<file path="config.mk">
export PLATFORM = sky130hd
export DESIGN_NAME = idct_transpose_buf_flat
export DESIGN_NICKNAME = d
export VERILOG_FILES = /design/src/rtl/idct_pkg.sv /design/src/rtl/idct_transpose_buf_if.sv /design/src/rtl/idct_tbuf_bank.sv /design/src/rtl/idct_transpose_buf.sv /design/src/flat_wrapper.sv
export SDC_FILE = /design/constraint.sdc
export NUM_CORES = 2
export LEC_CHECK = 0
export CAP_MARGIN = 10
export CORE_UTILIZATION = 40
export CTS_CLUSTER_SIZE = 14
export DETAILED_ROUTE_END_ITERATION = 8
export MAX_ROUTING_LAYER = met4
export PLACE_DENSITY = 0.68
export SYNTH_ARGS = -nofsm -noshare
export SYNTH_HDL_FRONTEND = slang
export SYNTH_SLANG_ARGS = --single-unit
</file>
<file path="constraint.sdc">
create_clock -name clk -period 48.9 [get_ports clk]
set_input_delay 14.67 -clock clk [delete_from_list [all_inputs] [get_ports clk]]
set_output_delay 14.67 -clock clk [all_outputs]
set_load 0.1 [all_outputs]
</file>
<file path="src/rtl/idct_pkg.sv">
// Shared constants, bank-state type and lane helper for the IDCT transpose buffer.
package idct_pkg;

  localparam int unsigned DW = 25;
  localparam int unsigned N  = 8;
  localparam int unsigned AW = $clog2(N);
  localparam logic [AW-1:0] LastIdx = AW'(N - 1);

  typedef enum logic [1:0] {EMPTY, FILLING, FULL, DRAINING} bank_st_e;

  function automatic logic [DW-1:0] lane(input logic [N*DW-1:0] vec, input int unsigned k);
    return vec[k*DW +: DW];
  endfunction

endpackage

</file>
<file path="src/rtl/idct_transpose_buf_if.sv">
// Column-in / row-out stream bundle between the first- and second-pass IDCT arrays.
interface idct_transpose_buf_if;
  import idct_pkg::*;

  logic          in_valid;
  logic          in_ready;
  logic          in_sof;
  logic [N*DW-1:0] in_col;
  logic          out_valid;
  logic          out_ready;
  logic [N*DW-1:0] out_row;
  logic          out_eob;
  logic          err_sync;

  modport master (
    output in_valid, in_sof, in_col, out_ready,
    input  in_ready, out_valid, out_row, out_eob, err_sync
  );

  modport slave (
    input  in_valid, in_sof, in_col, out_ready,
    output in_ready, out_valid, out_row, out_eob, err_sync
  );

endinterface

</file>
<file path="src/rtl/idct_tbuf_bank.sv">
// One N x N coefficient bank: writes a whole column per beat, reads a whole row.
module idct_tbuf_bank
  import idct_pkg::*;
(
  input  logic            clk,
  input  logic            we,
  input  logic [AW-1:0]   wcol,
  input  logic [N*DW-1:0] wdata,
  input  logic [AW-1:0]   rrow,
  output logic [N*DW-1:0] rdata
);

  // mem[row][col]; contents need no reset
  logic [DW-1:0] mem [N][N];

  always_ff @(posedge clk) begin
    if (we) begin
      for (int k = 0; k < N; k++) begin
        mem[k][wcol] <= lane(wdata, k);
      end
    end
  end

  always_comb begin
    rdata = '0;
    for (int j = 0; j < N; j++) begin
      rdata[j*DW +: DW] = mem[rrow][j];
    end
  end

endmodule

</file>
<file path="src/rtl/idct_transpose_buf.sv">
// Ping-pong transpose buffer: fills one bank column by column while the other drains
// row by row through a registered output stage.
module idct_transpose_buf
  import idct_pkg::*;
(
  input  logic                 clk,
  input  logic                 reset,
  idct_transpose_buf_if.slave  bus
);

  bank_st_e        st_q [2];
  logic            alive_q;
  logic            wb_q;
  logic            rb_q;
  logic [AW-1:0]   col_q;
  logic [AW-1:0]   row_q;
  logic            out_valid_q;
  logic            out_eob_q;
  logic            err_q;
  logic [N*DW-1:0] out_row_q;

  logic            eob_acc;
  logic            wr_ok;
  logic            in_acc;
  logic            we;
  logic            rb_eff;
  logic            ld;
  bank_st_e        st_eff;
  logic [AW-1:0]   wcol;
  logic [AW-1:0]   ridx;
  logic [N*DW-1:0] rdata0;
  logic [N*DW-1:0] rdata1;
  logic [N*DW-1:0] rdata;

  always_comb begin
    eob_acc = out_valid_q && bus.out_ready && out_eob_q;
    // A bank whose last row is being accepted may take a new column on the same edge
    wr_ok   = (st_q[wb_q] == EMPTY) || (st_q[wb_q] == FILLING) ||
              (eob_acc && (rb_q == wb_q));
    in_acc  = bus.in_valid && alive_q && wr_ok;
    we      = in_acc && (bus.in_sof || (col_q != '0));
    wcol    = bus.in_sof ? '0 : col_q;
    // Read side looks past a bank that retires this edge so rows stay back to back
    rb_eff  = rb_q ^ eob_acc;
    st_eff  = st_q[rb_eff];
    ld      = (!out_valid_q || bus.out_ready) && ((st_eff == FULL) || (st_eff == DRAINING));
    ridx    = (st_eff == FULL) ? '0 : row_q;
    rdata   = rb_eff ? rdata1 : rdata0;
  end

  assign bus.in_ready  = alive_q && wr_ok;
  assign bus.out_valid = out_valid_q;
  assign bus.out_row   = out_row_q;
  assign bus.out_eob   = out_eob_q;
  assign bus.err_sync  = err_q;

  idct_tbuf_bank u_bank0 (
    .clk   (clk),
    .we    (we && !wb_q),
    .wcol  (wcol),
    .wdata (bus.in_col),
    .rrow  (ridx),
    .rdata (rdata0)
  );

  idct_tbuf_bank u_bank1 (
    .clk   (clk),
    .we    (we && wb_q),
    .wcol  (wcol),
    .wdata (bus.in_col),
    .rrow  (ridx),
    .rdata (rdata1)
  );

  always_ff @(posedge clk or negedge reset) begin
    if (!reset) begin
      st_q[0]     <= EMPTY;
      st_q[1]     <= EMPTY;
      alive_q     <= 1'b0;
      wb_q        <= 1'b0;
      rb_q        <= 1'b0;
      col_q       <= '0;
      row_q       <= '0;
      out_valid_q <= 1'b0;
      out_eob_q   <= 1'b0;
      err_q       <= 1'b0;
      out_row_q   <= '0;
    end else begin
      alive_q <= 1'b1;
      err_q   <= 1'b0;

      if (eob_acc) begin
        st_q[rb_q] <= EMPTY;
        rb_q       <= ~rb_q;
      end

      if (ld) begin
        out_row_q   <= rdata;
        out_eob_q   <= (ridx == LastIdx);
        out_valid_q <= 1'b1;
        row_q       <= ridx + AW'(1);
        if (st_eff == FULL) begin
          st_q[rb_eff] <= DRAINING;
        end
      end else if (bus.out_ready) begin
        out_valid_q <= 1'b0;
        out_eob_q   <= 1'b0;
      end

      // Write side comes last so a bank retired above can restart filling at once
      if (in_acc) begin
        if (bus.in_sof) begin
          err_q      <= (col_q != '0);
          col_q      <= AW'(1);
          st_q[wb_q] <= FILLING;
        end else if (col_q == '0) begin
          err_q <= 1'b1;
        end else if (col_q == LastIdx) begin
          st_q[wb_q] <= FULL;
          wb_q       <= ~wb_q;
          col_q      <= '0;
        end else begin
          col_q <= col_q + AW'(1);
        end
      end
    end
  end

endmodule

</file>
<file path="src/flat_wrapper.sv">
// flat-port wrapper written by rule: the top's interface ports become plain ports
module idct_transpose_buf_flat import idct_pkg::*;
  (clk, reset, bus_in_valid, bus_in_sof, bus_in_col, bus_out_ready, bus_in_ready, bus_out_valid, bus_out_row, bus_out_eob, bus_err_sync);
  idct_transpose_buf_if bus_i ();
  input  logic clk;
  input  logic reset;
  input wire logic [$bits(bus_i.in_valid)-1:0] bus_in_valid;
  input wire logic [$bits(bus_i.in_sof)-1:0] bus_in_sof;
  input wire logic [$bits(bus_i.in_col)-1:0] bus_in_col;
  input wire logic [$bits(bus_i.out_ready)-1:0] bus_out_ready;
  output wire logic [$bits(bus_i.in_ready)-1:0] bus_in_ready;
  output wire logic [$bits(bus_i.out_valid)-1:0] bus_out_valid;
  output wire logic [$bits(bus_i.out_row)-1:0] bus_out_row;
  output wire logic [$bits(bus_i.out_eob)-1:0] bus_out_eob;
  output wire logic [$bits(bus_i.err_sync)-1:0] bus_err_sync;
  assign bus_i.in_valid = bus_in_valid;
  assign bus_i.in_sof = bus_in_sof;
  assign bus_i.in_col = bus_in_col;
  assign bus_i.out_ready = bus_out_ready;
  assign bus_in_ready = bus_i.in_ready;
  assign bus_out_valid = bus_i.out_valid;
  assign bus_out_row = bus_i.out_row;
  assign bus_out_eob = bus_i.out_eob;
  assign bus_err_sync = bus_i.err_sync;
  idct_transpose_buf u_core (.clk(clk), .reset(reset), .bus(bus_i));
endmodule
</file>
-- Yosys cells after proc, flatten, opt, wreduce, memory -nomap -nowiden
Memory sizes are Yosys's and may differ from the RTL's.
Index checks and enable logic that the tools add are counted.
- bits in registers: 216
- bits in writable memories: 3200
- input bits: 205
- output and inout port bits: 204
- word-level logic and storage cells: 112
- memories kept: 2
- add/subtract/negate cells: 2
- $lt $le $gt $ge: 8
- eq/ne operators: 7
- multiplexer cells: 37
- bitwise operators: 18
- reduce and logical (&&, ||, !) cells: 27
- memory list (name ; depth ; bits a word ; rd ports ; clocked after Yosys merged registers in ; wr ports ; line ; text):
    u_core.u_bank0.mem ; 8 ; 200 ; 1 ; 0 ; 8 ; idct_tbuf_bank.sv:14 ; logic [DW-1:0] mem [N][N];
    u_core.u_bank1.mem ; 8 ; 200 ; 1 ; 0 ; 8 ; idct_tbuf_bank.sv:14 ;
- operators with widths (kind ; number):
    2-to-1 mux 200 bit ; 3
    demux 25 bit (select 3 bit) ; 1
    2-to-1 mux 4 bit ; 7
    2-to-1 mux 25 bit ; 1
    2-to-1 mux 2 bit ; 9
    2-to-1 mux 3 bit ; 5
    logical AND 1 bit ; 14
    2-to-1 mux 1 bit ; 8
    adder 3 x 1 -> 3 bit, second input constant ; 2
    demux 2 bit (select 1 bit) ; 3
    == test 3 bit, second input constant ; 2
    >= comparator 2 bit, second input constant ; 3
    < comparator 2 x 1 -> 1 bit, second input constant ; 3
    NOT 1 -> 2 bit ; 3
    logical OR 1 bit ; 5
    bitwise AND 2 bit ; 2
    bitwise AND 4 bit ; 1
    == test 2 bit, second input constant ; 2
    >= comparator 4 bit, second input constant ; 1
    < comparator 4 x 1 -> 1 bit, second input constant ; 1
    NOT 1 bit ; 4
    NOT 2 bit ; 2
    NOT 3 -> 4 bit ; 1
    NOT 4 bit ; 1
    other kinds (13) ; 15

-- Longest topological paths before layout
- depth after elaboration: 16
- depth in mapped cells: 11
- gate-level depth less buffers: 8

-- Modules after synthesis
A second synthesis with hierarchy kept.
- cells, all modules: 5619
- area total of the unflattened synthesis: 133936.0 um^2
- modules (own cells, without submodules) (module ; instances ; cells each ; area each (um^2) ; sequential area each (um^2)):
    idct_tbuf_bank ; 2 ; 2325 ; 61815.5 ; 48046.1
    idct_transpose_buf ; 1 ; 969 ; 10304.9 ; 5405.2

-- Worst setup path after synthesis
OpenSTA, ideal clock, no wires.
- path kind: input port to flip-flop
- from: input bus_in_sof
- to: memory u_core.u_bank1.mem[0][75] (netlist bit), enable pin
- setup time: 1.250 ns
- arrival time: 34.299 ns
- data required time: 47.650 ns
- slack: 13.351 ns
- cell stages on the path: 5
- path buffers: 0
- cell sequence: clkinv_1 -> ha_1 -> nor2_1 -> nand4_1 -> nor4_1
- RTL lines (what ; line ; text):
    from (decl) ; flat_wrapper.sv:8 ; input wire logic [$bits(bus_i.in_sof)-1:0] bus_in_sof;
    to (decl) ; idct_tbuf_bank.sv:14 ;

-- Worst setup path in the final report
- from: input bus_out_ready
- to: output bus_in_ready
- word-level cells in the longest chain between the ends: 5
- ends and longest elaborated chain (what ; line ; text):
    from (decl) ; flat_wrapper.sv:10 ; input wire logic [$bits(bus_i.out_ready)-1:0] bus_out_ready;
    logical AND 1 bit (2 in series) ; idct_transpose_buf.sv:36 ; eob_acc = out_valid_q && bus.out_ready && out_eob_q;
    logical AND 1 bit ; idct_transpose_buf.sv:39 ; (eob_acc && (rb_q == wb_q));
    logical OR 1 bit ; idct_transpose_buf.sv:38 ; wr_ok = (st_q[wb_q] == EMPTY) || (st_q[wb_q] == FILLING) ||
    logical AND 1 bit ; idct_transpose_buf.sv:51 ; assign bus.in_ready = alive_q && wr_ok;
    to (decl) ; flat_wrapper.sv:11 ; output wire logic [$bits(bus_i.in_ready)-1:0] bus_in_ready;
Every way passes these cells.

==> results.cfg <==
[die]
top_level_ports = 409
core-area_sq_um = 330800
design.die.area_sq_um = 335200
die_h_microns = 578.9
initial_core_util_pct = 40.25
die_width_microns = 578.9
num_rows = 211

[worst_setup_path]
crit_path_cell_trace = clkdlybuf4s50_1, nand4b_1, nand2_1, o211a_1, clkdlybuf4s50_1
path_max_fanout = 8
critPathMaxStageDelay_ps = 1200
crit-reg2reg-launch = u_core.row_q[2]
crit_slowest_cell = sky130_fd_sc_hd__clkdlybuf4s50_1
worst-endpoint-arrival_ps = 17450
worst_setup_path_end_kind = output pin
ff2ff_path_depth = 8
setup.worst_path.start_class = primary input
worst_path_dominant_cell_family = buffers and inverters
crit_buf_inv = 2
cpMostUsedCell = sky130_fd_sc_hd__clkdlybuf4s50_1
timing.rr.end = u_core.bus.out_row[87]
r2r_slack_ps = 42810
path_class = in2out
worst_ep_required_time_ps = 34230

[sta]
timing.final.hold_violations = 0
timing.max_slew.rel_slack_pct = 13.25
fin_crit_sh_pct = 65.69
worstMarginPinSlew_ps = 1297
final_slew_viol_count = 0
timing.final.setup_violations = 0
timing.fmax_ghz = 0.03113
timing.final.crit_period_ps = 32120
sum_neg_setup_slack_ps = 0
clock_skew_ps = 70.66
rsz0062_at_grt = no

[logic_synthesis]
async_reset_ff_share_pct = 6.323
synth_edf_count = 3200
muxShareOfSynthArea_pct = 7.978
dominantRegCellSynth = sky130_fd_sc_hd__edfxtp_1
dominant_combinational_cell_family_by_area_after_synthesis = compound AO/OA/AOI/OAI gates
yosys_warnings = 0
syn-mean-instance-area_sq_um = 17.06
synth_top_area_cell = sky130_fd_sc_hd__edfxtp_1
postSynthRegisterBits = 3416
post-synth-top-area-fraction_pct = 72.17
syn_nets = 8018
synth_simple_gate_area_share_pct = 2.699
synthAdderAreaFrac_pct = 0.06578
ys_top_cells_by_area = sky130_fd_sc_hd__edfxtp_1, sky130_fd_sc_hd__mux2i_1, sky130_fd_sc_hd__dfrtp_1
synth_sequential_area_ratio_pct = 76.23
synth.lib_cells_used.distinct = 60
synth_compound_gate_area_share_pct = 10.87
gate_count_post_synth = 7806
synth_area_in_xor_xnor_pct = 0.02725
synth_area_sq_um = 133100

[global_route]
vias_in_the_first_global_route = 79770
antenna_found_initial = 28
grt_max_degree = 144
grt-ovfl-total = 0
grt_pass1_wl_microns = 572000
grtUsageTotal_pct = 24.10

[power]
clockPowerShare_pct = 29.2
power.total_mw = 9.162
p_comb_share_pct = 32.2
total_leakage_power_nw = 49.98
share_seq_of_total_power_pct = 38.6
ir_drop_mv = 0.09615
power.share.switching_pct = 37.42
power_density_nw_per_um2 = 59.86
power.net_switching_mw = 3.428
p_int_mw = 5.733

[hold_path]
holdPathStages = 2
timing.hold.worst_endpoint = u_core.bus.out_row[136]
worst_hold_startpoint = u_core.bus.out_row[136]
hold_class = reg2reg

[route]
dr.pass1.iters = 6
drtIter0Drc = 10870
routedWlPerCell_microns = 31.58
total_wirelength_of_the_detailed_routed_design_microns = 402100
detailroute.via_count = 80570
drcViolationCount = 0
antenna_left = 0
via_per_inst = 6.327

[status]
status = finished, final reports clean

[clock_network]
clkTransAtPathRegs_ps = 60
htree_levels = 5
hold_buffers = 0
numCtsBuffers = 351
post_cts_buffers = 0
clock_tree.root_cell = sky130_fd_sc_hd__clkbuf_16
clk_path_buf_depth = 4
cts.sinks = 3416
tritoncts = built
clk-insertion-delay-late_ps = 950
post_cts.resized_instances = 0

[layout]
nFillCells = 27460
mostFrequentLayoutCells = sky130_fd_sc_hd__edfxtp_1, sky130_fd_sc_hd__mux2i_1, sky130_fd_sc_hd__nand2_1, sky130_fd_sc_hd__a21oi_1, sky130_fd_sc_hd__o21ai_0
multi_input_area_sq_um = 29040
layout.cells.most_common = sky130_fd_sc_hd__edfxtp_1
num-nets-final = 8262
area_delta_synth_final_pct = 14.96
fraction_of_layout_cells_with_a_size_suffix_above_1_pct = 11.36
register_area_sq_um = 101500
final_core_utilization_pct = 46.27

[run]
cap_violations = 0

[placement]
place.gp.congestion = 0.7932
io_buffer_count = 408
post-dp-hpwl_microns = 201400
cell families after synthesis:
| group | after synthesis |
|---|---|
| flops | 3416 |
| compound gates | 2024 |
| simple gates | 865 |
| mux | 810 |
| buf+inv | 681 |
| fa+ha+maj | 7 |
| xor+xnor | 2 |
| other cells | 1 |
how the worst max path moves through the flow:
stage | startpoint | endpoint | cells past startpoint
floorplan | bus_in_sof | u_core.u_bank1.mem[0][75] | 5
global placement | bus_out_ready | bus_in_ready | 5
detailed placement | bus_out_ready | bus_in_ready | 5
CTS | bus_out_ready | bus_in_ready | 5
global route | bus_out_ready | bus_in_ready | 5
finish | bus_out_ready | bus_in_ready | 5
cell type report:
cell class	instances	share of cell area (%)
clock buffer	454	6.209
antenna	20	0.03270
multi-input combinational	3709	18.98
sequential	3416	66.32
tap	4366	3.569
timing repair buffer	559	3.491
clock inverter	196	1.356
inverter	13	0.04660
Yosys cell counts, types with 3 or more instances:
cell type and number:
sky130_fd_sc_hd__nor2_1 221, sky130_fd_sc_hd__nand2_1 405, sky130_fd_sc_hd__a22oi_1 199, sky130_fd_sc_hd__a2111oi_0 199
sky130_fd_sc_hd__buf_6 8, sky130_fd_sc_hd__buf_1 29, sky130_fd_sc_hd__nor3_1 7, sky130_fd_sc_hd__a221oi_1 199
sky130_fd_sc_hd__buf_4 8, sky130_fd_sc_hd__clkbuf_1 479, sky130_fd_sc_hd__mux2i_1 604, sky130_fd_sc_hd__ha_1 7
sky130_fd_sc_hd__a21oi_1 404, sky130_fd_sc_hd__dfrtp_1 216, sky130_fd_sc_hd__mux2_2 5, sky130_fd_sc_hd__o221ai_1 200
sky130_fd_sc_hd__and3_1 3, sky130_fd_sc_hd__inv_1 11, sky130_fd_sc_hd__a41o_1 199, sky130_fd_sc_hd__o21ai_0 394
sky130_fd_sc_hd__buf_2 144, sky130_fd_sc_hd__nand3_1 204, sky130_fd_sc_hd__edfxtp_1 3200, sky130_fd_sc_hd__nor2b_1 6
sky130_fd_sc_hd__nor4_1 3, sky130_fd_sc_hd__nand3b_1 3, sky130_fd_sc_hd__a211oi_1 199, sky130_fd_sc_hd__nand2b_1 3
sky130_fd_sc_hd__mux4_2 200, sky130_fd_sc_hd__nand4_1 3, sky130_fd_sc_hd__o21ai_1 9
power by group through the flow:
stage / logic [mW] / clock network, mW / registers [mW]
after global placement: 2.87 / 0 / 3.59
after global routing: 3.08 / 2.82 / 3.55
final: 2.95 / 2.68 / 3.54
after CTS: 2.92 / 2.70 / 3.53
after floorplan: 1.47 / 0 / 4.01
after detailed placement: 2.91 / 0 / 3.59
layer usage:
| layer | routed length (microns) | vias to the layer above | track usage (%) |
|---|---|---|---|
| met5 | 0 | - | - |
| met1 | 153500 | 41550 | 31.89 |
| met2 | 187300 | 5680 | 37.39 |
| met3 | 48100 | 860 | 4.909 |
| met4 | 13210 | 0 | 7.700 |
| li1 | - | 32470 | - |
worst min-delay path, stage by stage (launching register included):
cell                       delay (ps)
sky130_fd_sc_hd__dfrtp_1          340
sky130_fd_sc_hd__nand3_1           70
sky130_fd_sc_hd__o221ai_1          70
sequential cells by signal (all words and copies together), names as in the netlist:
signal,flops
u_core.rb_q,1
u_core.bus.out_eob,1
u_core.st_q,4
u_core.bus.out_row,200
u_core.row_q,3
u_core.bus.out_valid,1
u_core.alive_q,1
u_core.col_q,3
u_core.bus.err_sync,1
u_core.u_bank0.mem,1600
u_core.wb_q,1
u_core.u_bank1.mem,1600
stage by stage:
step	std cells	hold slack, ps	worst slack, ps	cell area [sq um]
after floorplan	7806	542.9	13350	133100
after global placement	12060	496.7	16830	141400
after detailed placement	12060	501.5	16800	141400
after CTS	12710	514.7	16800	153000
after global routing	12730	534.3	16730	153100
final	12730	516.8	16780	153100
Note: power is estimated with default switching activity, not from simulation.
